## src/rtl/imem_pkg.sv

```systemverilog
// Shared definitions for the instruction-memory port arbiter: FSM state
// encoding and the default width/limit constants.
package imem_pkg;

  localparam int unsigned IMEM_DATA_W_DEF = 16;
  localparam int unsigned IMEM_ADDR_W_DEF = 8;
  localparam int unsigned IMEM_STARVE_DEF = 4;

  typedef enum logic [1:0] {
    IDLE   = 2'd0,
    ACCESS = 2'd1,
    DONE   = 2'd2
  } imem_state_e;

endpackage

```

## src/rtl/imem_arb_prio.sv

```systemverilog
// Fetch/loader priority decision. Fetch wins by default; with
// IMEM_ARB_STARVE_EN defined a lost-arbitration counter forces the loader.
module imem_arb_prio import imem_pkg::*; #(
  parameter int STARVE_LIMIT = IMEM_STARVE_DEF
) (
`ifdef IMEM_ARB_STARVE_EN
  input  logic clk,
  input  logic rst_n,
`endif
  input  logic i_arb,
  input  logic i_f_req,
  input  logic i_l_req,
  output logic o_f_win,
  output logic o_l_win
);

`ifdef IMEM_ARB_STARVE_EN
  localparam int CNT_W = $clog2(STARVE_LIMIT + 1);

  logic [CNT_W-1:0] r_starve_cnt;
  logic             w_force_l;

  assign w_force_l = (r_starve_cnt == CNT_W'(STARVE_LIMIT));

  // Winner selection with the starvation override
  always_comb begin
    o_l_win = i_arb & i_l_req & (w_force_l | ~i_f_req);
    o_f_win = i_arb & i_f_req & ~(w_force_l & i_l_req);
  end

  // Count arbitrations the loader loses; a loader grant clears the count
  always_ff @(posedge clk or negedge rst_n) begin
    if (!rst_n) begin
      r_starve_cnt <= {CNT_W{1'b0}};
    end else if (o_l_win) begin
      r_starve_cnt <= {CNT_W{1'b0}};
    end else if (o_f_win && i_l_req) begin
      r_starve_cnt <= r_starve_cnt + {{(CNT_W-1){1'b0}}, 1'b1};
    end else begin
      r_starve_cnt <= r_starve_cnt;
    end
  end
`else
  // Strict fetch priority; the limit only matters for the override build
  if (STARVE_LIMIT < 1) begin : g_limit_unused
  end

  assign o_f_win = i_arb & i_f_req;
  assign o_l_win = i_arb & i_l_req & ~i_f_req;
`endif

endmodule

```

## src/rtl/imem_port_arbiter.sv

```systemverilog
// Two-requester (fetch, loader) single-port RAM arbiter with a
// IDLE/ACCESS/DONE FSM. Optional macro: IMEM_ARB_STARVE_EN.
module imem_port_arbiter import imem_pkg::*; #(
  parameter int DATA_WIDTH   = IMEM_DATA_W_DEF,
  parameter int ADDR_WIDTH   = IMEM_ADDR_W_DEF,
  parameter int STARVE_LIMIT = IMEM_STARVE_DEF
) (
  input  logic                  clk,
  input  logic                  rst_n,
  input  logic                  f_req,
  input  logic [ADDR_WIDTH-1:0] f_addr,
  output logic                  f_gnt,
  output logic                  f_rvalid,
  input  logic                  l_req,
  input  logic                  l_we,
  input  logic [ADDR_WIDTH-1:0] l_addr,
  input  logic [DATA_WIDTH-1:0] l_wdata,
  output logic                  l_gnt,
  output logic                  l_rvalid,
  output logic [DATA_WIDTH-1:0] rdata,
  output logic [ADDR_WIDTH-1:0] ram_addr,
  output logic                  ram_cs,
  output logic                  ram_we,
  output logic                  ram_oe,
  output logic [DATA_WIDTH-1:0] ram_wdata,
  input  logic [DATA_WIDTH-1:0] ram_rdata,
  output logic                  busy
);

  imem_state_e           r_state;
  imem_state_e           w_state_nxt;
  logic                  w_arb;
  logic                  w_f_win;
  logic                  w_l_win;
  logic                  w_grant;
  logic                  w_grant_wr;
  logic                  w_cs_nxt;
  logic                  w_we_nxt;
  logic                  w_oe_nxt;
  logic                  w_f_rv_nxt;
  logic                  w_l_rv_nxt;
  logic                  r_is_wr;
  logic                  r_owner_l;
  logic                  r_ram_cs;
  logic                  r_ram_we;
  logic                  r_ram_oe;
  logic                  r_f_rvalid;
  logic                  r_l_rvalid;
  logic                  r_busy;
  logic [ADDR_WIDTH-1:0] r_ram_addr;
  logic [DATA_WIDTH-1:0] r_ram_wdata;
  logic [DATA_WIDTH-1:0] r_rdata;

  // Gating with rst_n keeps the grant pulses low while reset is asserted
  assign w_arb = rst_n & (r_state == IDLE);

  imem_arb_prio #(
    .STARVE_LIMIT (STARVE_LIMIT)
  ) u_prio (
`ifdef IMEM_ARB_STARVE_EN
    .clk     (clk),
    .rst_n   (rst_n),
`endif
    .i_arb   (w_arb),
    .i_f_req (f_req),
    .i_l_req (l_req),
    .o_f_win (w_f_win),
    .o_l_win (w_l_win)
  );

  assign w_grant    = w_f_win | w_l_win;
  assign w_grant_wr = w_l_win & l_we;

  // FSM state register
  always_ff @(posedge clk or negedge rst_n) begin
    if (!rst_n) begin
      r_state <= IDLE;
    end else begin
      r_state <= w_state_nxt;
    end
  end

  // FSM next-state logic
  always_comb begin
    w_state_nxt = r_state;
    case (r_state)
      IDLE:    w_state_nxt = w_grant ? ACCESS : IDLE;
      ACCESS:  w_state_nxt = r_is_wr ? IDLE : DONE;
      DONE:    w_state_nxt = IDLE;
      default: w_state_nxt = IDLE;
    endcase
  end

  // FSM output decode: next values of the registered strobes and rvalids
  always_comb begin
    w_cs_nxt   = 1'b0;
    w_we_nxt   = 1'b0;
    w_oe_nxt   = 1'b0;
    w_f_rv_nxt = 1'b0;
    w_l_rv_nxt = 1'b0;
    case (r_state)
      IDLE: begin
        w_cs_nxt = w_grant;
        w_we_nxt = w_grant_wr;
        w_oe_nxt = w_grant & ~w_grant_wr;
      end
      ACCESS: begin
        w_f_rv_nxt = ~r_is_wr & ~r_owner_l;
        w_l_rv_nxt = ~r_is_wr & r_owner_l;
      end
      default: begin
        w_cs_nxt = 1'b0;
      end
    endcase
  end

  // Registered RAM controls, request capture and read-data capture
  always_ff @(posedge clk or negedge rst_n) begin
    if (!rst_n) begin
      r_ram_cs    <= 1'b0;
      r_ram_we    <= 1'b0;
      r_ram_oe    <= 1'b0;
      r_f_rvalid  <= 1'b0;
      r_l_rvalid  <= 1'b0;
      r_busy      <= 1'b0;
      r_is_wr     <= 1'b0;
      r_owner_l   <= 1'b0;
      r_ram_addr  <= {ADDR_WIDTH{1'b0}};
      r_ram_wdata <= {DATA_WIDTH{1'b0}};
      r_rdata     <= {DATA_WIDTH{1'b0}};
    end else begin
      r_ram_cs   <= w_cs_nxt;
      r_ram_we   <= w_we_nxt;
      r_ram_oe   <= w_oe_nxt;
      r_f_rvalid <= w_f_rv_nxt;
      r_l_rvalid <= w_l_rv_nxt;
      r_busy     <= (w_state_nxt != IDLE);
      if (w_grant) begin
        r_ram_addr <= w_l_win ? l_addr : f_addr;
        r_is_wr    <= w_grant_wr;
        r_owner_l  <= w_l_win;
        if (w_grant_wr) begin
          r_ram_wdata <= l_wdata;
        end
      end
      if ((r_state == ACCESS) && !r_is_wr) begin
        r_rdata <= ram_rdata;
      end
    end
  end

  assign f_gnt     = w_f_win;
  assign l_gnt     = w_l_win;
  assign f_rvalid  = r_f_rvalid;
  assign l_rvalid  = r_l_rvalid;
  assign rdata     = r_rdata;
  assign ram_addr  = r_ram_addr;
  assign ram_cs    = r_ram_cs;
  assign ram_we    = r_ram_we;
  assign ram_oe    = r_ram_oe;
  assign ram_wdata = r_ram_wdata;
  assign busy      = r_busy;

endmodule

```

## config.mk

```make
export PLATFORM = sky130hd
export DESIGN_NAME = imem_port_arbiter
export DESIGN_NICKNAME = d
export VERILOG_FILES = /design/src/rtl/imem_pkg.sv /design/src/rtl/imem_arb_prio.sv /design/src/rtl/imem_port_arbiter.sv
export SDC_FILE = /design/constraint.sdc
export NUM_CORES = 1
export LEC_CHECK = 0
export ABC_AREA = 1
export BUFFER_PORTS_ARGS = -buffer_cell sky130_fd_sc_hd__buf_2
export CAP_MARGIN = 20
export CORE_MARGIN = 2
export CORE_UTILIZATION = 45
export DETAILED_ROUTE_END_ITERATION = 10
export HOLD_SLACK_MARGIN = 0.15
export PLACE_DENSITY = 0.79
export SYNTH_ARGS = -nofsm -noshare
export SYNTH_HDL_FRONTEND = slang
export SYNTH_SLANG_ARGS = --single-unit
```

## constraint.sdc

```tcl
create_clock -name clk -period 1.9 [get_ports clk]
set_input_delay 0.095 -clock clk [delete_from_list [all_inputs] [get_ports clk]]
set_output_delay 0.095 -clock clk [all_outputs]
set_load 0.005 [all_outputs]
```

==> run_results.csv, run 1 <==
group,metric,value,unit
clock_network,cts_setup_buffers,0,
worst_setup_path,reg2reg_depth,6,
clock_network,cts_hold_buf,48,
route,drt_iter0_markers,109,
final_layout,final_common_cell,"nand2_1",
yosys,ys_ff_latch,49,
clock_network,path_clk_slew,0.09,ns
clock_network,clk_latency,0.30,ns
floorplanning,core,0.00432,sq mm
final_layout,final_cells,437,
placed_design,dpl.cell_count,381,
floorplanning,die_area,0.00499,sq mm
grt,grt_pass1_wl,9.82,mm
placed_design,place_hpwl,3.41,mm
min_path,hold_depth,5,
yosys,synth_top_area_share,61.3,%
sta,setup_viol,0,
yosys,netlist_area,0.00200,sq mm
final_layout,area_growth,58.3,%
final_layout,fin_nets,437,
worst_setup_path,critPathKind,"in2reg",
yosys,syn-instance-count,232,
worst_setup_path,arrival,1.77,ns
power,power,0.00330,W
route,vias,2085,
floorplanning,io_pins,101,
route,route.detailed.drc,0,
yosys,synth_cell_type_count,18,
sta,worst_pin_slew,0.486,ns
route,ant_nets,0,
route,vias_per_cell,4.77,
grt,grt_pass1_vias,2202,
clock_network,cts_tree,"yes",
floorplanning,rows,24,
route,wire_per_inst,13.4,um
clock_network,htree_levels,2,
sta,slew_viol_final,0,
worst_setup_path,cp_data_required_time,2.14,ns
worst_setup_path,path_max_fanout,9,
min_path,min_path_type,"in2reg",
grt,grt_start_max_net_pins,30,
clock_network,cts_num_sinks,49,
floorplanning,dieHeight,70.7,um
run_status,status,"finished clean",
sta,rsz0062_at_grt,"no",
floorplanning,initial_core_util,46.3,%
sta,hold_viol,0,
sta,skew,0.00344,ns
sta,setup_tns,0,ns
power,leakagePower,1.86,nW
worst_setup_path,critPathCaptureType,"register",
placed_design,globalplace.congestion,0.836,
power,powerDensity,1040,mW/mm^2
worst_setup_path,critPathLaunchType,"input port",
clock_network,clockBufferDepth,2,
sta,relSlewSlack,67.4,%
clock_network,clockRootBuffer,"clkbuf_8",
final_layout,drive_gt1_share,30.9,%
yosys,yosysTopAreaCell,"dfrtp_1",
yosys,ys_warn_count,0,
clock_network,cts_resized,0,
grt,grt_use_total,25.2,%
sta,fin_crit,1.53,ns
placed_design,io_buffers,100,
sta,min_period_over_period,80.3,%
sta,fmaxAchievable,0.655,GHz
yosys,synth_area_leaders,"dfrtp_1 61%, nand2_1 23%, inv_1 3.9%",
grt,antenna_found_initial,0,
final_layout,final_area,0.00317,sq mm
route,first_pass_iters,4,
yosys,avgSynthCellArea,8.62,sq um
grt,overflow,0,
yosys,ys_seq_area_share,61.3,%
worst_setup_path,ff2ff_setup_slack,0.38,ns
floorplanning,die_w,70.7,um
placed_design,place_area,0.00255,sq mm
final_layout,fin_util,73.3,%
yosys,syn-num-nets,285,
clock_network,cts_buffers,5,
route,drt_wl_total,5.84,mm
final_layout,mostFrequentLayoutCells,"122 x nand2_1, 100 x buf_2, 49 x dfrtp_1",
final_layout,diodes,0,
final_layout,nFillCells,311,
flow_run,max-cap-violations,0,
power,ir_drop,0.000570,V
-- per-layer routing --
| metal | GRT usage (%) | wire, um |
|---|---|---|
| met3 | 6.55 | 425 |
| met5 | 0 | 0 |
| met1 | 29.7 | 2240 |
| met2 | 41.5 | 2860 |
| met4 | 15.1 | 312 |
-- critical path, cell delays in order --
cell,delay (ns)
dlygate4sd3_1,0.52
buf_2,0.11
inv_1,0.06
nor2_2,0.28
nand3_1,0.37
nand2_1,0.19
nand3_1,0.09
nand2_1,0.06
-- Yosys cell counts --
master and number:
clkbuf_1 1, nor2_1 4, inv_2 1, inv_4 1, nor2_2 1, nand2_4 2, buf_2 4, buf_6 1
nor2_4 2, nand4_1 8, clkinv_1 1, nand2_1 122, inv_1 21, nand3_1 10, o21ai_0 2, dfrtp_1 49
buf_4 1, a21oi_1 1
-- final cells by class --
type | count | area (sq um) | share of cell area [%]
clock buffers | 5 | 68.8 | 2.17
inverters | 24 | 92.6 | 2.92
multi-input cells | 152 | 639 | 20.2
flip-flops and latches | 49 | 1230 | 38.7
repair buffers | 152 | 1010 | 31.9
clock inverters | 3 | 65.1 | 2.05
well taps | 52 | 65.1 | 2.05
-- path summary, 6_finish.rpt --
check / startpoint / to
max: l_req / ram_addr[2]$_DFFE_PN0N_
min: l_addr[4] / ram_addr[4]$_DFFE_PN0N_
max reg2reg: r_state[0]$_DFF_PN0_ / ram_addr[0]$_DFFE_PN0N_
min reg2reg: r_owner_l$_DFFE_PN0N_ / f_rvalid$_DFF_PN0_
max in group asynchronous: rst_n / rdata[3]$_DFFE_PN0P_
min in group asynchronous: rst_n / ram_addr[4]$_DFFE_PN0N_
-- logic make-up (layout without fill, tap and decap cells) --
logic type	count (synthesis)	in the layout	synth area share (%)
AOI/OAI and AO/OA	3	3	0.750
buffers and inverters	31	184	6.75
DFF	49	49	61.3
and+or+nand+nor	149	149	31.2
-- flip-flops by register name (all words and copies together) (netlist names) --
name and count:
busy 1, f_rvalid 1, l_rvalid 1, r_is_wr 1, r_owner_l 1, r_state 2
ram_addr 8, ram_oe 1, ram_wdata 16, ram_we 1, rdata 16
-- power by group --
| part | switching, W | internal, W | total (W) | leakage (nW) |
|---|---|---|---|---|
| sequential | 0.000167 | 0.00135 | 0.00152 | 0.616 |
| clock | 0.000343 | 0.000523 | 0.000866 | 0.0681 |
| combinational | 0.000457 | 0.000458 | 0.000915 | 1.18 |
| total | 0.000967 | 0.00233 | 0.00330 | 1.86 |
-- stage by stage --
| stage | setup WS (ns) | hold slack (ns) |
|---|---|---|
| 3_3_place_gp | 0.508 | 0.00469 |
| 2_1_floorplan | 0.594 | -0.201 |
| 5_1_grt | 0.212 | 0.165 |
| 6_report | 0.374 | 0.167 |
| 3_5_place_dp | 0.410 | 0.00986 |
| 4_1_cts | 0.362 | 0.151 |
No activity file was read; power rests on OpenSTA's default activity.
==> run 2, diff against run 1 <==
clock period = 1.55 ns   (was 1.9 ns; I/O delays follow)
==> run 2 against run 1 <==
Worst hold slack improved by 0.015 ns. Global-route usage increased by 0.85 points. Sequential share of layout area about the same. Highest routed layer unchanged.
==> run_results.csv, run 2 (synthesized netlist as in run 1, its figures left out) <==
group,metric,value,unit
power,leakagePower,1.85,nW
floorplanning,core,0.00432,sq mm
clock_network,clk_latency,0.30,ns
final_layout,final_common_cell,"nand2_1",
worst_setup_path,critPathCaptureType,"register",
route,route.detailed.drc,0,
worst_setup_path,arrival,1.68,ns
worst_setup_path,cp_data_required_time,1.78,ns
flow_run,max-cap-violations,0,
clock_network,cts_num_sinks,49,
route,wire_per_inst,14.3,um
grt,overflow,0,
clock_network,cts_buffers,5,
power,p_switching,0.00122,W
worst_setup_path,critPathTopFamily,"flip-flops",
placed_design,place_area,0.00256,sq mm
grt,grt_pass1_vias,2187,
placed_design,globalplace.congestion,0.848,
route,drt_wl_total,6.31,mm
clock_network,clockRootBuffer,"clkbuf_8",
clock_network,clockBufferDepth,2,
worst_setup_path,reg2reg_to,"ram_addr[4]$_DFFE_PN0N_",
sta,rsz0062_at_grt,"no",
sta,worst_pin_slew,0.494,ns
final_layout,diodes,0,
worst_setup_path,reg2reg_depth,6,
grt,antenna_found_initial,0,
worst_setup_path,cp_slowest_cell,"dfrtp_1",
min_path,hold_path_end,"r_is_wr$_DFFE_PN0N_",
sta,slew_viol_final,0,
min_path,min_path_type,"in2reg",
final_layout,fin_nets,441,
sta,fmaxAchievable,0.693,GHz
sta,relSlewSlack,66.9,%
route,vias,2159,
clock_network,path_clk_slew,0.09,ns
route,ant_nets,0,
worst_setup_path,reg2reg_from,"r_state[0]$_DFF_PN0_",
clock_network,cts_tree,"yes",
power,clock_power_share,20.2,%
power,seqPwrFrac,49.3,%
final_layout,drive_gt1_share,30.9,%
power,combPwrFrac,30.4,%
grt,grt_use_total,26.0,%
worst_setup_path,worstPathCellList,"nor2_4 -> nand2_4 -> a21oi_1 -> buf_4 -> nand3_1 -> nand2_1",
placed_design,io_buffers,100,
floorplanning,initial_core_util,46.3,%
run_status,status,"finished clean",
sta,min_period_over_period,93.1,%
grt,grt_start_max_net_pins,38,
power,powerDensity,1200,mW/mm^2
final_layout,mostFrequentLayoutCells,"122 x nand2_1, 100 x buf_2, 51 x dlygate4sd3_1",
sta,fin_crit,1.44,ns
worst_setup_path,critPathKind,"reg2reg",
grt,grt_pass1_wl,10.0,mm
sta,setup_viol,0,
floorplanning,io_pins,101,
final_layout,final_area,0.00317,sq mm
floorplanning,rows,24,
power,power,0.00380,W
floorplanning,dieHeight,70.7,um
final_layout,area_growth,58.3,%
min_path,hp-start,"l_we",
placed_design,place_hpwl,3.32,mm
floorplanning,die_w,70.7,um
clock_network,htree_levels,2,
route,vias_per_cell,4.91,
min_path,hold_depth,3,
sta,hold_viol,0,
worst_setup_path,worst-path-buf-inv,1,
route,first_pass_iters,4,
sta,holdWs,0.183,ns
sta,skew,0.00649,ns
worst_setup_path,slowest_delay,0.44,ns
power,ir_drop,0.000784,V
worst_setup_path,ff2ff_setup_slack,0.11,ns
worst_setup_path,path_max_fanout,8,
power,internal-power,0.00259,W
route,drt_iter0_markers,168,
worst_setup_path,critPathLaunchType,"register",
floorplanning,die_area,0.00499,sq mm
sta,setup_tns,0,ns
power,swShare,32.0,%
## run 2: cell types whose count changed in the layout (fill, tap and decap cells not counted), sizes merged
| cell | change |
|---|---|
| bufinv | -2 |
| clkbuf | +1 |
| buf | +1 |
| clkinvlp | +1 |
| clkinv | -1 |
| dlygate4sd3 | +3 |
## run 2: metrics by stage
stage          instances  utilization (%)  setup slack [ns]
2_1_floorplan        232                -             0.244
3_3_place_gp         382             59.2             0.249
3_5_place_dp         382             59.2             0.201
4_1_cts              440             73.1             0.142
5_1_grt              440             73.2           0.00628
6_report             440             73.2             0.107
## run 2: worst max-delay path by stage
stage	from	endpoint	slack (ns)	cells past startpoint
final	r_state[0]$_DFF_PN0_	ram_addr[4]$_DFFE_PN0N_	0.11	6
after global routing	r_state[0]$_DFF_PN0_	ram_addr[4]$_DFFE_PN0N_	0.006	6
after CTS	f_req	ram_addr[0]$_DFFE_PN0N_	0.14	7
after detailed placement	r_state[0]$_DFF_PN0_	ram_addr[4]$_DFFE_PN0N_	0.20	6
after global placement	r_state[0]$_DFF_PN0_	ram_addr[0]$_DFFE_PN0N_	0.25	6
after floorplan	r_state[0]$_DFF_PN0_	ram_wdata[10]$_DFFE_PN0P_	0.24	7
## run 2: worst register-to-register path, delay by kind of cell (launching register included)
family	cells	cell delay, ns
DFF	1	0.44
buffers and inverters	1	0.23
AOI/OAI and AO/OA	1	0.29
and+or+nand+nor	4	0.42
## run 2: layout make-up
class	instances	area (sq um)
flip-flops and latches	49	1230
clock buffers	6	82.6
fillers	302	1160
repair buffers	156	1050
inverters	24	92.6
multi-input cells	152	644
well taps	52	65.1
clock inverters	1	7.51
## run 2: per-layer routing
metal | vias up | wire length, um | share of wire, % | GRT usage [%]
met5 | - | 0 | 0 | 0
met4 | 0 | 238 | 3.8 | 12.2
met3 | 24 | 450 | 7.1 | 6.84
met2 | 123 | 3230 | 51 | 45.9
met1 | 1005 | 2390 | 38 | 29.5
li1 | 1007 | - | - | -
## run 2: power by group through the flow
stage          Sequential [W]  Clock [W]  Combinational, W
2_1_floorplan         0.00191          0          0.000420
3_3_place_gp          0.00188          0          0.000990
3_5_place_dp          0.00187          0           0.00103
4_1_cts               0.00186   0.000786           0.00113
5_1_grt               0.00192   0.000845           0.00130
6_report              0.00188   0.000769           0.00116
## run 2: timing repair
action                     in CTS  in global routing
hold buffers                   51                  0
hold endpoints to repair       53                  0
gates resized for setup         0                  1
setup buffers                   0                  0
setup endpoints to repair       0                  8
==> run 3, diff against run 2 <==
ABC_AREA = unset   (was 1)
BUFFER_PORTS_ARGS = unset   (was -buffer_cell sky130_fd_sc_hd__buf_2)
DONT_BUFFER_PORTS = 1   (was unset)
PLACE_DENSITY = unset   (was 0.79)
clock period = 1.8 ns   (was 1.55 ns; I/O delays follow)
==> run 3 against run 2 <==
Worst setup slack got worse by 0.0076 ns. Flip-flop and latch count did not move. Design area fell by 19%. Maximum frequency fell by 15%. Non-clock buffer count fell by 102. Register-to-register slack barely moved. Sequential power fell by 8%. Core utilization fell by 9.5 points. Highest routed layer unchanged.
==> run_results.csv, run 3 <==
group,metric,value,unit
run_status,status,"finished clean",
yosys,ys_warn_count,0,
worst_setup_path,ff2ff_setup_slack,0.1,ns
min_path,min_path_type,"in2reg",
worst_setup_path,cp_slowest_cell,"dlygate4sd3_1",
worst_setup_path,path_max_fanout,5,
clock_network,cts_tree,"yes",
yosys,synth_edf_count,0,
floorplanning,die_w,69.1,um
route,vias,1164,
yosys,synth-simple-area-share,3.81,%
worst_setup_path,worst-path-buf-inv,1,
sta,skew,0.00807,ns
sta,worst_pin_slew,0.939,ns
yosys,synth_fa_ha_area_share,0,%
yosys,ys_seq_area_share,64.3,%
floorplanning,die_area,0.00477,sq mm
sta,min_period_over_period,94.5,%
sta,setup_viol,0,
sta,relSlewSlack,37.0,%
worst_setup_path,critPathCaptureType,"register",
yosys,yosysTopAreaCell,"dfrtp_1",
worst_setup_path,cp.depth,4,
clock_network,cts_setup_buffers,0,
sta,slew_viol_final,0,
sta,rsz0062_at_grt,"no",
final_layout,final_common_cell,"dlygate4sd3_1",
yosys,ys_ff_latch,49,
route,route.detailed.drc,0,
floorplanning,io_pins,101,
worst_setup_path,slowest_delay,0.55,ns
worst_setup_path,cp_data_required_time,1.98,ns
yosys,synth_top_area_share,64.3,%
final_layout,fin_nets,228,
clock_network,cts_num_sinks,49,
placed_design,io_buffers,0,
final_layout,diodes,0,
clock_network,cts_buffers,5,
yosys,synth_cell_type_count,19,
yosys,avgSynthCellArea,16.0,sq um
worst_setup_path,critPathLaunchType,"register",
worst_setup_path,worstPathCellList,"nor3b_2 -> and2_1 -> nor2_1 -> dlygate4sd3_1",
yosys,netlist_area,0.00191,sq mm
clock_network,clockRootBuffer,"clkbuf_8",
grt,grt_pass1_wl,6.44,mm
min_path,hp-start,"l_we",
grt,grt_start_max_net_pins,50,
worst_setup_path,startpoint,"r_state[0]$_DFF_PN0_",
clock_network,htree_levels,2,
sta,setup_tns,0,ns
floorplanning,core,0.00403,sq mm
yosys,syn-instance-count,119,
yosys,syn-num-nets,172,
sta,fin_crit,1.70,ns
final_layout,mostFrequentLayoutCells,"51 x dlygate4sd3_1, 49 x dfrtp_1, 41 x mux2_2",
grt,grt_pass1_vias,1350,
route,vias_per_cell,5.15,
worst_setup_path,critPathKind,"reg2reg",
worst_setup_path,reg2reg_depth,4,
route,ant_nets,0,
clock_network,clockBufferDepth,2,
power,leakagePower,1.14,nW
final_layout,final_area,0.00257,sq mm
floorplanning,initial_core_util,47.3,%
grt,antenna_found_initial,0,
final_layout,drive_gt1_share,30.1,%
yosys,synth_xor_area_share,0,%
yosys,synth_area_leaders,"dfrtp_1 64%, mux2_2 24%, mux2_1 4.1%",
worst_setup_path,critPathTopFamily,"simple AND/OR/NAND/NOR gates",
sta,timing.final.ws_setup,0.0990,ns
sta,fmaxAchievable,0.588,GHz
sta,hold_viol,0,
power,power,0.00289,W
power,ir_drop,0.000550,V
yosys,synth_top_family_by_area,"multiplexers",
route,drt_iter0_markers,43,
power,powerDensity,1130,mW/mm^2
route,first_pass_iters,2,
placed_design,dp_slack,0.144,ns
placed_design,place_area,0.00194,sq mm
route,wire_per_inst,17.2,um
floorplanning,rows,23,
yosys,synth_ff_type,"dfrtp_1",
yosys,synth_common_cells,"49 x dfrtp_1, 41 x mux2_2, 7 x mux2_1, 4 x nor2_1, 3 x buf_2",
yosys,synth_compound_area_share,0.919,%
clock_network,clk_latency,0.29,ns
yosys,yosysMostFrequentCell,"dfrtp_1",
placed_design,place_hpwl,2.43,mm
final_layout,fin_util,63.7,%
placed_design,globalplace.congestion,0.742,
route,drt_wl_total,3.90,mm
grt,grt_use_total,17.2,%
grt,overflow,0,
flow_run,max-cap-violations,0,
final_layout,area_growth,34.7,%
yosys,muxShareOfSynthArea,28.4,%
min_path,hold_depth,2,
worst_setup_path,reg2reg_from,"r_state[0]$_DFF_PN0_",
yosys,async_flop_share,100,%
worst_setup_path,arrival,1.88,ns
floorplanning,dieHeight,69.1,um
clock_network,path_clk_slew,0.08,ns
run 3: path summary, 6_finish.rpt:
path | end
hold reg to reg | f_rvalid$_DFF_PN0_
min in group asynchronous | rdata[5]$_DFFE_PN0P_
max in group asynchronous | rdata[12]$_DFFE_PN0P_
setup / recovery | r_owner_l$_DFFE_PN0N_
setup reg to reg | r_owner_l$_DFFE_PN0N_
hold / removal | ram_we$_DFF_PN0_
run 3: final cells by class:
type                    count  area (sq um)
clock buffers               6          72.6
flip-flops and latches     49          1230
multi-input cells          63           631
fillers                   317          1460
repair buffers             54           553
inverters                   2          7.51
well taps                  50          62.6
clock inverters             2          13.8
run 3: per-stage QoR:
stage / instances / hold WS [ns]
2_1_floorplan: 119 / -0.206
3_3_place_gp: 166 / -0.205
3_5_place_dp: 166 / -0.205
4_1_cts: 226 / 0.191
5_1_grt: 226 / 0.188
6_report: 226 / 0.197
run 3: timing repair:
action                     CTS  global route
hold endpoints to repair    90             0
hold buffers                52             0
setup endpoints to repair    0             0
gates resized for setup      0             0
run 3: cells by family after synthesis:
logic type / count (synthesis)
AOI/OAI and AO/OA: 3
buffers and inverters: 7
DFF: 49
muxes: 48
and+or+nand+nor: 12
run 3: layer usage:
layer	track usage (%)	share of wire [%]	wire length [um]
met5	0	0	0
met4	3.70	0.97	38
met3	7.46	10	397
met2	32.5	56	2170
met1	17.2	33	1290
run 3: power by group:
part           switching [W]  internal [W]  leakage, nW
Sequential          0.000274       0.00145        0.593
Combinational       0.000177      0.000364        0.498
Clock               0.000347      0.000277       0.0456
run 3: worst reg2reg max path, stage by stage, from the launching register on:
cell	delay [ns]
dfrtp_1	0.44
nor3b_2	0.31
and2_1	0.23
nor2_1	0.06
dlygate4sd3_1	0.55
